## src/rtl/fetch_pkg.sv

```systemverilog
// fetch_pkg: shared types and constants for the R3 instruction fetch front end.
//   fetch_state_t        - fetch sequencer states (BOOT, RUN, FAULT)
//   FETCH_FIFO_DEPTH     - depth of the fetched-instruction buffer
//   DEFAULT_RESET_VECTOR - first fetch address used when the top is not overridden
//   fetch_entry_t        - one buffered instruction word with its PC (32-bit core)
package fetch_pkg;

  typedef enum logic [1:0] {
    BOOT  = 2'd0,
    RUN   = 2'd1,
    FAULT = 2'd2
  } fetch_state_t;

  localparam int FETCH_FIFO_DEPTH = 2;

  localparam logic [31:0] DEFAULT_RESET_VECTOR = 32'h0000_0000;

  typedef struct packed {
    logic [31:0] instr;
    logic [31:0] pc;
  } fetch_entry_t;

endpackage

```

## src/rtl/fetch_fifo.sv

```systemverilog
// fetch_fifo: 2-entry synchronous FIFO holding fetched instructions and their PCs.
// Ports:
//   clk, rst_n    - clock, asynchronous active-low reset
//   i_push        - write i_push_data (ignored when full and not popping)
//   i_push_data   - entry to write
//   i_pop         - drop the head entry (ignored when empty)
//   i_flush       - discard all entries; wins over push/pop in the same cycle
//   o_count       - number of valid entries (0..2)
//   o_head        - oldest entry; contents are stale when o_count is 0
// ENTRY_T defaults to the 32-bit fetch_entry_t; the top passes a width-matched type.
module fetch_fifo
  import fetch_pkg::*;
#(
  parameter type ENTRY_T = fetch_entry_t
) (
  input  logic       clk,
  input  logic       rst_n,
  input  logic       i_push,
  input  ENTRY_T     i_push_data,
  input  logic       i_pop,
  input  logic       i_flush,
  output logic [1:0] o_count,
  output ENTRY_T     o_head
);

  ENTRY_T     r_mem [FETCH_FIFO_DEPTH];
  logic       r_rd_ptr;
  logic       r_wr_ptr;
  logic [1:0] r_count;

  logic w_do_pop;
  logic w_do_push;

  assign w_do_pop  = i_pop && (r_count != 2'd0);
  // A full FIFO can still accept a push when the head leaves in the same cycle.
  assign w_do_push = i_push && ((r_count != 2'(FETCH_FIFO_DEPTH)) || w_do_pop);

  always_ff @(posedge clk or negedge rst_n) begin
    if (!rst_n) begin
      r_rd_ptr <= 1'b0;
      r_wr_ptr <= 1'b0;
      r_count  <= 2'd0;
      for (int i = 0; i < FETCH_FIFO_DEPTH; i++) begin
        r_mem[i] <= '0;
      end
    end else if (i_flush) begin
      r_rd_ptr <= 1'b0;
      r_wr_ptr <= 1'b0;
      r_count  <= 2'd0;
    end else begin
      if (w_do_push) begin
        r_mem[r_wr_ptr] <= i_push_data;
        r_wr_ptr        <= ~r_wr_ptr;
      end
      if (w_do_pop) begin
        r_rd_ptr <= ~r_rd_ptr;
      end
      r_count <= r_count + {1'b0, w_do_push} - {1'b0, w_do_pop};
    end
  end

  assign o_count = r_count;
  assign o_head  = r_mem[r_rd_ptr];

endmodule

```

## src/rtl/fetch_unit.sv

```systemverilog
// fetch_unit: instruction fetch front end of the R3 single-issue core.
// Holds the fetch PC, issues word reads over a req/ready + rvalid handshake,
// buffers returned words with their PCs and presents one per cycle downstream.
// A taken redirect (PCsrc in a consume cycle) retargets fetch to instr_pc + ImmOp
// and discards wrong-path responses still in flight.
//
// Configuration macro: FETCH_MISALIGN_CHECK_EN
//   defined   - a redirect to a target with [1:0] != 0 enters the terminal FAULT
//               state and raises the sticky fetch_fault flag
//   undefined - target bits [1:0] are forced to 00 and fetch_fault is tied 0
//
// Ports:
//   clk, rst_n               - clock, asynchronous active-low reset
//   imem_req / imem_addr     - fetch request and word-aligned address
//   imem_ready               - memory accepts the request this cycle
//   imem_rvalid / imem_rdata - in-order response
//   instr / instr_pc         - head instruction and its PC
//   instr_valid              - head is valid
//   dec_ready                - downstream consumes the head this cycle
//   PCsrc / ImmOp            - redirect request and sign-extended offset
//   fetch_fault              - sticky misaligned-target flag
//
// state | meaning
// BOOT  | first cycle after reset release, no request
// RUN   | normal fetch
// FAULT | misaligned redirect seen, terminal until reset
module fetch_unit
  import fetch_pkg::*;
#(
  parameter int                       ADDRESS_WIDTH = 32,
  parameter int                       DATA_WIDTH    = 32,
  parameter logic [ADDRESS_WIDTH-1:0] RESET_VECTOR  = ADDRESS_WIDTH'(DEFAULT_RESET_VECTOR)
) (
  input  logic                     clk,
  input  logic                     rst_n,
  output logic                     imem_req,
  output logic [ADDRESS_WIDTH-1:0] imem_addr,
  input  logic                     imem_ready,
  input  logic                     imem_rvalid,
  input  logic [DATA_WIDTH-1:0]    imem_rdata,
  output logic [DATA_WIDTH-1:0]    instr,
  output logic [ADDRESS_WIDTH-1:0] instr_pc,
  output logic                     instr_valid,
  input  logic                     dec_ready,
  input  logic                     PCsrc,
  input  logic [ADDRESS_WIDTH-1:0] ImmOp,
  output logic                     fetch_fault
);

  typedef struct packed {
    logic [DATA_WIDTH-1:0]    instr;
    logic [ADDRESS_WIDTH-1:0] pc;
  } entry_t;

  fetch_state_t r_state;
  fetch_state_t w_state_nxt;

  logic [ADDRESS_WIDTH-1:0] r_fetch_pc;
  logic [ADDRESS_WIDTH-1:0] r_rsp_pc;
  logic [1:0]               r_outstanding;
  logic [1:0]               r_discard;

  logic [1:0]               w_fifo_count;
  entry_t                   w_head;
  entry_t                   w_push_data;
  logic                     w_consume;
  logic                     w_redirect;
  logic                     w_accept;
  logic                     w_push;
  logic                     w_drop_rsp;
  logic [2:0]               w_credit_used;
  logic [1:0]               w_outstanding_nxt;
  logic [ADDRESS_WIDTH-1:0] w_target_raw;
  logic [ADDRESS_WIDTH-1:0] w_target;
`ifdef FETCH_MISALIGN_CHECK_EN
  logic                     w_misalign;
`endif

  assign instr_valid = (r_state == RUN) && (w_fifo_count != 2'd0);
  assign w_consume   = instr_valid && dec_ready;
  assign w_redirect  = w_consume && PCsrc;

  assign w_target_raw = w_head.pc + ImmOp;
`ifdef FETCH_MISALIGN_CHECK_EN
  assign w_target   = w_target_raw;
  assign w_misalign = (w_target_raw[1:0] != 2'b00);
`else
  assign w_target   = w_target_raw & ~ADDRESS_WIDTH'(3);
`endif

  // Credit counts the head leaving this cycle so 1-cycle memory sustains one
  // instruction per cycle. Without an accept the sum never grows, so a raised
  // request stays raised until accepted.
  assign w_credit_used = {1'b0, r_outstanding} + {1'b0, w_fifo_count} - {2'b00, w_consume};

  always_comb begin
    w_state_nxt = r_state;
    imem_req    = 1'b0;
    case (r_state)
      BOOT: begin
        w_state_nxt = RUN;
      end
      RUN: begin
        imem_req = (w_credit_used < 3'd2);
`ifdef FETCH_MISALIGN_CHECK_EN
        if (w_redirect && w_misalign) begin
          w_state_nxt = FAULT;
        end
`endif
      end
      default: begin
        w_state_nxt = r_state;
      end
    endcase
  end

  always_ff @(posedge clk or negedge rst_n) begin
    if (!rst_n) begin
      r_state <= BOOT;
    end else begin
      r_state <= w_state_nxt;
    end
  end

  assign w_accept          = imem_req && imem_ready;
  assign w_outstanding_nxt = r_outstanding + {1'b0, w_accept} - {1'b0, imem_rvalid};
  assign w_drop_rsp        = imem_rvalid && (r_discard != 2'd0);
  // Responses are dropped while wrong-path words drain, in the redirect cycle
  // itself, and in any state other than RUN.
  assign w_push            = imem_rvalid && (r_discard == 2'd0) && !w_redirect
                             && (r_state == RUN);

  always_ff @(posedge clk or negedge rst_n) begin
    if (!rst_n) begin
      r_fetch_pc    <= RESET_VECTOR;
      r_rsp_pc      <= RESET_VECTOR;
      r_outstanding <= 2'd0;
      r_discard     <= 2'd0;
    end else begin
      r_outstanding <= w_outstanding_nxt;
      if (w_redirect) begin
        // Everything still in flight after this edge belongs to the old path.
        r_discard  <= w_outstanding_nxt;
        r_fetch_pc <= w_target;
        r_rsp_pc   <= w_target;
      end else begin
        if (w_drop_rsp) begin
          r_discard <= r_discard - 2'd1;
        end
        if (w_accept) begin
          r_fetch_pc <= r_fetch_pc + ADDRESS_WIDTH'(4);
        end
        if (w_push) begin
          r_rsp_pc <= r_rsp_pc + ADDRESS_WIDTH'(4);
        end
      end
    end
  end

  assign w_push_data.instr = imem_rdata;
  assign w_push_data.pc    = r_rsp_pc;

  fetch_fifo #(
    .ENTRY_T (entry_t)
  ) u_fifo (
    .clk         (clk),
    .rst_n       (rst_n),
    .i_push      (w_push),
    .i_push_data (w_push_data),
    .i_pop       (w_consume),
    .i_flush     (w_redirect),
    .o_count     (w_fifo_count),
    .o_head      (w_head)
  );

  assign imem_addr = r_fetch_pc;
  assign instr     = w_head.instr;
  assign instr_pc  = w_head.pc;

`ifdef FETCH_MISALIGN_CHECK_EN
  assign fetch_fault = (r_state == FAULT);
`else
  assign fetch_fault = 1'b0;
`endif

endmodule

```

## config.mk

```make
export PLATFORM = sky130hd
export DESIGN_NAME = fetch_unit
export DESIGN_NICKNAME = d
export VERILOG_FILES = /design/src/rtl/fetch_pkg.sv /design/src/rtl/fetch_fifo.sv /design/src/rtl/fetch_unit.sv
export SDC_FILE = /design/constraint.sdc
export NUM_CORES = 1
export LEC_CHECK = 0
export BUFFER_PORTS_ARGS = -buffer_cell sky130_fd_sc_hd__buf_2
export CAP_MARGIN = 20
export CORE_MARGIN = 2
export CORE_UTILIZATION = 50
export CTS_BUF_LIST = sky130_fd_sc_hd__clkbuf_16
export DETAILED_ROUTE_END_ITERATION = 16
export PLACE_DENSITY = 0.71
export SLEW_MARGIN = 15
export SYNTH_ARGS = -nofsm -noshare
export SYNTH_HDL_FRONTEND = slang
export SYNTH_HIERARCHICAL = 1
export SYNTH_SLANG_ARGS = --single-unit
```

## constraint.sdc

```tcl
create_clock -name clk -period 5.5 [get_ports clk]
set_clock_uncertainty 0.1 [all_clocks]
set_input_delay 0.275 -clock clk [delete_from_list [all_inputs] [get_ports clk]]
set_output_delay 0.275 -clock clk [all_outputs]
set_load 0.01 [all_outputs]
```

==> flow_summary.toml <==
[status]
status = "finished, final reports clean"

[finish]
fillCellCount = 1873
regArea_um2 = 4930
multiInputGateArea_um2 = 6240
diodes = 0
post-route-util = 0.596
finalNetCount = 1306
layout-drive-gt1-share = 0.312
area_delta_synth_final_pct = 17.2

[worst_setup_path]
ff2ff_path_depth = 15
crit_fanout = 9
cp_data_required_time_ns = 5.76
endpoint_kind = "register"
cp.arrival_ns = 4.21
regToRegSetupSlack_ns = 1.54
rr_endpoint = "r_discard[1]"
critical_path_class = "reg -> reg"
startpoint_type = "register"
r2r-start = "u_fifo/o_count[0]"

[die]
core-area_um2 = 22600
io-pin-count = 169
row_count = 55
die_w_um = 156
initial_core_util = 0.509
dieArea_um2 = 24300
die_h_um = 156

[synthesis]
ys.flop_type = "dfrtp_1"
synth_xor_area_frac = 0.0593
synthArstFlopShare = 1.00
synth_edf_count = 0
syn-cell-area_um2 = 11500
synth_common_cells = "197 x dfrtp_1, 81 x mux2_2, 67 x a21oi_1, 60 x mux2_4, 60 x nand2_1"
yosys.area.top_type_share = 0.428
synth-adder-area-share = 0.0441
synth_compound_area_frac = 0.0995
synth-simple-area-share = 0.123
synthCells = 1009
yosysSeqAreaShare = 0.428
ys_ff_latch = 197
synth_top_family_by_area = "multiplexers"
synth_most_common_cell = "dfrtp_1"
syn_avg_cell_area_um2 = 11.4
synthTopCellsByArea = "dfrtp_1 43%, mux2_2 7.9%, mux2_4 7.8%, mux2_1 5.2%, ha_1 4.2%"
ys_warn_count = 6
yosysUniqueCellTypes = 83
synthMuxAreaShare = 0.212
synth_largest_area_cell = "dfrtp_1"

[cts]
cts_buffers = 17
cts.sinks = 197
insertion_delay_ns = 0.44
root_buffer = "clkbuf_16"
cts_max_level = 4
cts_setup_buffers = 0
cts_tree = "yes"
clk_pin_slew_worst_paths_ns = 0.08
clockBufferDepth = 2

[placement]
numPortBuffers = 165
hpwl_um = 20900
gp_congestion = 0.966

[global_routing]
grt_max_degree = 101
antenna_found_initial = 1
grt_pass1_vias = 8614
track_usage = 0.245
grt_overflow = 0
grt_pass1_wl_um = 46500

[sta]
min_period_over_period = 0.719
slew_headroom = 0.460
final_max_slew_viol_count = 0
tns_ns = 0
worst_pin_slew_ns = 0.810
max_freq_mhz = 253
rsz0062_at_grt = "false"
hold_viol_final = 0
final-setup-viol-count = 0
min_period_ns = 3.96

[pwr]
power.density_nw_per_um2 = 619
max-vdd-ir-drop_mv = 0.299
p_leak_nw = 6.15

[min_path]
hp-start = "imem_rvalid"
whs_endpoint = "r_discard[0]"
hold_path_class = "in -> reg"
min_path_cells = 4

[route]
wire_per_inst_um = 19.6
ant_nets = 0
drt-initial-drc-count = 550
drt_wl_total_um = 29300
vias = 8613
via_per_inst = 5.77
drcViolationCount = 0
firstDrtPassIters = 6

[run]
maxCapViolCount = 0
metal layers:
metal,vias up,track usage,share of wire
met1,4253,0.340,0.46
met5,-,0,0.00061
li1,4033,-,-
met4,2,0.0695,0.017
met3,39,0.0361,0.052
met2,286,0.402,0.47
logic make-up (layout without fill, tap and decap cells):
logic type,after synthesis,in the layout
DFF,197,197
other,2,8
and+or+nand+nor,260,260
buffers and inverters,64,258
adders and majority gates,40,40
AOI/OAI and AO/OA,171,171
xor gates and xnor gates,78,78
muxes,197,197
how the worst max path moves through the flow:
| stage | startpoint | end | slack [ns] | cells after the start |
|---|---|---|---|---|
| after floorplan | u_fifo/r_rd_ptr | r_rsp_pc[31] | 2.04 | 11 |
| after global placement | u_fifo/r_rd_ptr | r_rsp_pc[26] | 1.68 | 10 |
| after detailed placement | u_fifo/r_rd_ptr | r_rsp_pc[25] | 1.62 | 10 |
| after CTS | u_fifo/o_count[0] | r_discard[1] | 1.57 | 15 |
| after global routing | u_fifo/r_rd_ptr | r_rsp_pc[31] | 1.20 | 10 |
| final | u_fifo/o_count[0] | r_discard[1] | 1.54 | 15 |
area by class of cell:
class	count	share of cell area
multi-input cells	754	0.462
flip-flops and latches	197	0.365
repair buffers	206	0.0932
clock buffers	17	0.0315
well taps	285	0.0264
clock inverters	15	0.0156
inverters	20	0.00556
report_power, final:
part	switching (W)	leakage (nW)	internal [W]
clock network	0.000657	0.306	0.000664
registers	0.000611	2.39	0.00214
logic	0.00226	3.45	0.00203
sequential cells by signal, indices dropped and copies added, names as in the netlist:
| register | count |
|---|---|
| r_outstanding | 2 |
| u_fifo/r_wr_ptr | 1 |
| imem_addr | 30 |
| u_fifo/o_count | 2 |
| r_rsp_pc | 30 |
| u_fifo/r_mem | 128 |
| u_fifo/r_rd_ptr | 1 |
| r_discard | 2 |
| r_state | 1 |
through the flow:
| stage | instances | area, um^2 | power (W) | hold slack [ns] | setup slack (ns) |
|---|---|---|---|---|---|
| floorplan | 1015 | 11500 | 0.00563 | -0.121 | 2.04 |
| global placement | 1428 | 12500 | 0.00690 | 0.333 | 1.68 |
| finish | 1494 | 13500 | 0.00835 | 0.233 | 1.54 |
| global route | 1494 | 13500 | 0.00891 | 0.272 | 1.20 |
| CTS | 1494 | 13500 | 0.00835 | 0.215 | 1.57 |
| detailed placement | 1429 | 12500 | 0.00697 | 0.340 | 1.62 |
placed cells by master (no fill, tap or decap), types with 4 or more instances in the layout:
| cell | synthesis | final |
|---|---|---|
| mux2_1 | 53 | 53 |
| nand2b_1 | 8 | 8 |
| nor4_2 | 4 | 4 |
| nor2b_1 | 4 | 4 |
| dfrtp_1 | 197 | 196 |
| o21ai_0 | 22 | 22 |
| a211oi_1 | 4 | 4 |
| clkinv_8 | 0 | 7 |
| nand4_1 | 22 | 22 |
| o211ai_1 | 4 | 4 |
| buf_2 | 5 | 164 |
| a21boi_0 | 6 | 6 |
| buf_4 | 8 | 6 |
| dlygate4sd3_1 | 0 | 33 |
| xnor2_1 | 41 | 41 |
| nor3_1 | 10 | 10 |
| o21ai_1 | 7 | 7 |
| or3_1 | 5 | 5 |
| ha_1 | 39 | 39 |
| xor2_1 | 37 | 37 |
| a21o_1 | 10 | 10 |
| and3_1 | 25 | 25 |
| a211o_1 | 5 | 5 |
| clkbuf_16 | 0 | 17 |
| mux2_4 | 60 | 60 |
| inv_1 | 19 | 19 |
| conb_1 | 2 | 8 |
| nor2_1 | 56 | 56 |
| nand3_1 | 31 | 30 |
| o21a_1 | 7 | 7 |
| nand2_1 | 60 | 59 |
| and2_1 | 10 | 10 |
| a21oi_1 | 67 | 67 |
| mux2_2 | 81 | 81 |
repair_timing:
item | in CTS | in global routing
endpoints found under the hold margin | 162 | 0
hold buffers | 33 | 0
gates resized for setup | 0 | 0
worst max-delay path, stage by stage, from the launching register on:
cell,delay [ns]
dfrtp_1,0.42
o21a_1,0.22
and2_1,0.20
ha_1,0.28
nand2b_1,0.16
fa_1,0.37
xor2_1,0.37
nor3b_4,0.51
inv_2,0.14
ha_1,0.31
inv_1,0.04
ha_1,0.18
xnor2_1,0.13
xnor2_1,0.21
nand2_1,0.12
o21ai_0,0.11
Note: power is estimated with default switching activity, not from simulation.
